[src/rtl/seq_divider_ctrl.sv]
// Sequential 4-bit unsigned restoring divider: one subtractor, four
// shift-subtract-restore iterations per operation, divide-by-zero shortcut.
module four_bit_subtractor (
    input  logic [3:0] A,
    input  logic [3:0] B,
    input  logic       Bin,
    output logic [3:0] Difference,
    output logic       BorrowOut
);
    logic [4:0] full;

    always_comb begin
        full       = {1'b0, A} - {1'b0, B} - {4'b0000, Bin};
        Difference = full[3:0];
        BorrowOut  = full[4];
    end
endmodule

module seq_divider_ctrl (
    input  logic       clk,
    input  logic       rst_n,
    input  logic       Start,
    input  logic       Abort,
    input  logic [3:0] Dividend,
    input  logic [3:0] Divisor,
    output logic [3:0] Quotient,
    output logic [3:0] Remainder,
    output logic       Busy,
    output logic       Done,
    output logic       DivByZero
);
    typedef enum logic [1:0] {IDLE, RUN, DONE} state_t;

    state_t     state;
    logic [3:0] q_reg;
    logic [3:0] d_reg;
    // Partial remainder bit 4 is always 0 after an update, so only [3:0] is stored.
    logic [3:0] r_reg;
    logic [1:0] cnt;

    logic [4:0] rs;
    logic [3:0] diff;
    logic       borrow;
    logic       success;
    logic [3:0] r_next;
    logic [3:0] q_next;

    four_bit_subtractor u_sub (
        .A          (rs[3:0]),
        .B          (d_reg),
        .Bin        (1'b0),
        .Difference (diff),
        .BorrowOut  (borrow)
    );

    always_comb begin
        rs      = {r_reg, q_reg[3]};
        success = rs[4] | ~borrow;
        r_next  = success ? diff : rs[3:0];
        q_next  = {q_reg[2:0], success};
    end

    always_ff @(posedge clk or negedge rst_n) begin
        if (!rst_n) begin
            state     <= IDLE;
            q_reg     <= '0;
            d_reg     <= '0;
            r_reg     <= '0;
            cnt       <= '0;
            Quotient  <= '0;
            Remainder <= '0;
            Busy      <= 1'b0;
            Done      <= 1'b0;
            DivByZero <= 1'b0;
        end else begin
            Done <= 1'b0;
            case (state)
                IDLE: begin
                    if (Start) begin
                        Busy <= 1'b1;
                        if (Divisor == '0) begin
                            Quotient  <= '1;
                            Remainder <= Dividend;
                            DivByZero <= 1'b1;
                            Done      <= 1'b1;
                            state     <= DONE;
                        end else begin
                            q_reg <= Dividend;
                            d_reg <= Divisor;
                            r_reg <= '0;
                            cnt   <= 2'd3;
                            state <= RUN;
                        end
                    end
                end
                RUN: begin
                    // Abort wins even over the final iteration.
                    if (Abort) begin
                        Busy  <= 1'b0;
                        state <= IDLE;
                    end else begin
                        q_reg <= q_next;
                        r_reg <= r_next;
                        cnt   <= cnt - 2'd1;
                        if (cnt == 2'd0) begin
                            Quotient  <= q_next;
                            Remainder <= r_next;
                            DivByZero <= 1'b0;
                            Done      <= 1'b1;
                            state     <= DONE;
                        end
                    end
                end
                DONE: begin
                    Busy  <= 1'b0;
                    state <= IDLE;
                end
                default: begin
                    Busy  <= 1'b0;
                    state <= IDLE;
                end
            endcase
        end
    end
endmodule

[config.mk]
export PLATFORM = sky130hd
export DESIGN_NAME = seq_divider_ctrl
export DESIGN_NICKNAME = d
export VERILOG_FILES = /design/src/rtl/seq_divider_ctrl.sv
export SDC_FILE = /design/constraint.sdc
export NUM_CORES = 1
export LEC_CHECK = 0
export CAP_MARGIN = 40
export CORE_UTILIZATION = 56
export CTS_CLUSTER_DIAMETER = 40
export CTS_CLUSTER_SIZE = 40
export DETAILED_ROUTE_END_ITERATION = 12
export GPL_TIMING_DRIVEN = 1
export PLACE_DENSITY = 0.84
export SETUP_SLACK_MARGIN = 0.5
export SYNTH_ARGS = -nofsm -noshare
export SYNTH_HDL_FRONTEND = slang
export SYNTH_SLANG_ARGS = --single-unit
[constraint.sdc]
create_clock -name clk -period 3.8 [get_ports clk]
set_clock_uncertainty 0.05 [all_clocks]
set_input_delay 0.76 -clock clk [delete_from_list [all_inputs] [get_ports clk]]
set_output_delay 0.76 -clock clk [all_outputs]
set_load 0.01 [all_outputs]
==> qor.csv <==
stage;metric;value;unit
finish;drive_above_1_share;10.00;%
floorplan;ios;23;
floorplan;fp.dieH;51.24;um
worst_hold_path;holdPathEnd;d_reg[3];
flow_run;max-cap-violations;0;
critical_path;reg2reg_to;r_reg[1];
timing;hold_violations;0;
global_routing;grt_pass1_wl;4.533;mm
yosys;postSynthAreaPerCell;9.982;um^2
yosys;synth_commonest_cells;dfrtp_1 (27), nand2_1 (27), nor2_1 (13), inv_1 (12), a21oi_1 (6);
floorplan;core-area;2255;um^2
timing;drv_slew;0;
finish;num-fill-cells;185;
detailed_routing;drc;0;
cts;path_clk_slew;150;ps
finish;antenna_cells;0;
pwr;peakVddDrop;0.0005366;V
global_routing;grt_pass1_vias;1001;
critical_path;path_max_fanout;15;
yosys;syn_area;1358;um^2
yosys;ys.warnings.count;0;
global_routing;grt_max_degree;28;
finish;synthToLayoutAreaGrowth;19.63;%
timing;layout_min_cycle_time;2509;ps
yosys;syn_nets;154;
timing;max_freq;398.5;MHz
placement;placed_area;1594;um^2
global_routing;antenna_found_initial;0;
placement;place_hpwl;1.949;mm
finish;fin_nets;179;
timing;setup_viol;0;
critical_path;rr_startpoint;q_reg[3];
detailed_routing;ant_nets;0;
critical_path;arrival;2680;ps
floorplan;die_x;51.24;um
yosys;synth.area.top_cells;dfrtp_1 (50%), nand2_1 (7.5%), ha_1 (4.6%);
critical_path;required;3970;ps
timing;tns;0;ps
floorplan;start_util;60.21;%
worst_hold_path;hold_start;d_reg[3];
cts;ctsResizeCount;0;
critical_path;start_kind;input port;
finish;postLayoutCoreUtil;72.03;%
worst_hold_path;hold-path-cell-count;2;
pwr;p_per_area;795.2;nW/um^2
detailed_routing;totalWireLength;2.642;mm
detailed_routing;drtIter0Drc;25;
yosys;synth.top_cell.area_share;49.77;%
pwr;p_leak;0.7446;nW
cts;cts.sinks;27;
detailed_routing;vias_per_cell;5.484;
cts;post_cts_buffers;0;
floorplan;design.die.area;2625;um^2
yosys;yosysSeqAreaShare;49.77;%
cts;hold_buffers;0;
yosys;syn-instance-count;136;
placement;gp_congestion;0.7925;
cts;clock-root-buffer;clkbuf_4;
yosys;synth_cell_types;33;
yosys;yosys.area.top_type;dfrtp_1;
critical_path;cp-end-kind;register;
critical_path;worst-r2r-setup-slack;1540;ps
detailed_routing;dr.pass1.iters;5;
finish;fin_area;1624;um^2
global_routing;grt_usage;23.86;%
placement;port_buffers;22;
timing;hold_ws;452.6;ps
detailed_routing;wl_per_cell;14.05;um
global_routing;grt_remaining_overflow;0;
floorplan;rows;17;
yosys;async_reset_ff_share;100.0;%
critical_path;reg2regPathDepth;8;
cts;htree_num_levels;1;
detailed_routing;routed-via-count;1031;
cts;clock_latency;320;ps
timing;fin_crit_sh;66.03;%
status;status;finished clean;
cts;clockBufferDepth;2;
yosys;synth_edf_count;0;
worst_hold_path;holdCritPathClass;reg -> reg;
yosys;yosys_most_used_dff;dfrtp_1;
timing;maxSlewHeadroom;60.10;%
timing;tightest_slew;597.9;ps
timing;rsz0062_at_grt;false;
yosys;ys_seq_elements;27;
cts;cts_tree;built;
cts;numCtsBuffers;3;
critical_path;criticalPathCategory;in -> reg;
==> placed cells by master (no fill, tap or decap), types with 3 or more instances in the layout <==
master	count
mux2_2	3
a21oi_1	6
o21ai_0	3
a211oi_1	3
clkbuf_4	3
inv_1	12
a31oi_1	4
nand2_1	27
ha_1	5
clkdlybuf4s50_1	22
o22a_1	5
mux2i_1	3
dfrtp_1	27
nor2_1	13
nand2b_1	3
==> stage by stage <==
stage,setup slack (ps),power (mW),instances
after floorplan,1765,0.9351,136
after global placement,1156,1.124,184
after detailed placement,991.6,1.163,184
after CTS,1305,1.296,188
after global routing,1075,1.398,188
final,1291,1.291,188
==> metal layers <==
metal	part of all wire [%]	GRT usage, %	wire, um	vias up
met5	0	0	0	-
met3	5.6	2.976	147	4
li1	-	-	-	503
met1	42	30.97	1119	492
met2	50	41.01	1332	32
met4	1.6	8.559	43	0
==> worst max path at each step <==
stage	cells past startpoint	end	startpoint	slack, ps
after floorplan	5	r_reg[2]	Divisor[1]	1770
after global placement	6	Remainder[3]	Divisor[1]	1160
after detailed placement	6	Remainder[3]	Divisor[1]	990
after CTS	6	Remainder[3]	Divisor[1]	1300
after global routing	6	Remainder[3]	Divisor[1]	1080
final	6	Remainder[3]	Divisor[1]	1290
==> where the power goes <==
group,internal [mW],switching (mW)
Clock,0.0402,0.0868
Combinational,0.327,0.336
Sequential,0.410,0.0914
==> logic make-up (layout without fill, tap and decap cells) <==
family          Yosys count  in the layout  share of synthesized area [%]
compound gates           25             25                          13.09
xor+xnor                  2              2                          1.291
fa+ha+maj                 6              6                          6.083
buf+inv                  15             39                          5.253
flops                    27             27                          49.77
mux                       7              7                          5.806
simple gates             54             54                          18.71
==> final cells by class <==
type                            instances  area (um^2)  share of cell area, %
Sequential cell                        27        675.6                  41.60
Multi-Input combinational cell         94        610.6                  37.60
Timing Repair Buffer                   23        227.7                  14.02
Inverter                               12        45.04                  2.773
Tap cell                               28        35.03                  2.157
Clock buffer                            3        22.52                  1.387
Clock inverter                          1        7.507                 0.4622
==> critical path, stage by stage <==
cell and delay, ps:
clkdlybuf4s50_1 450, nor4_1 440, a32oi_1 140, nor2_2 500
mux2i_1 270, o21ai_0 110
Power figures use the tool's default switching activity.
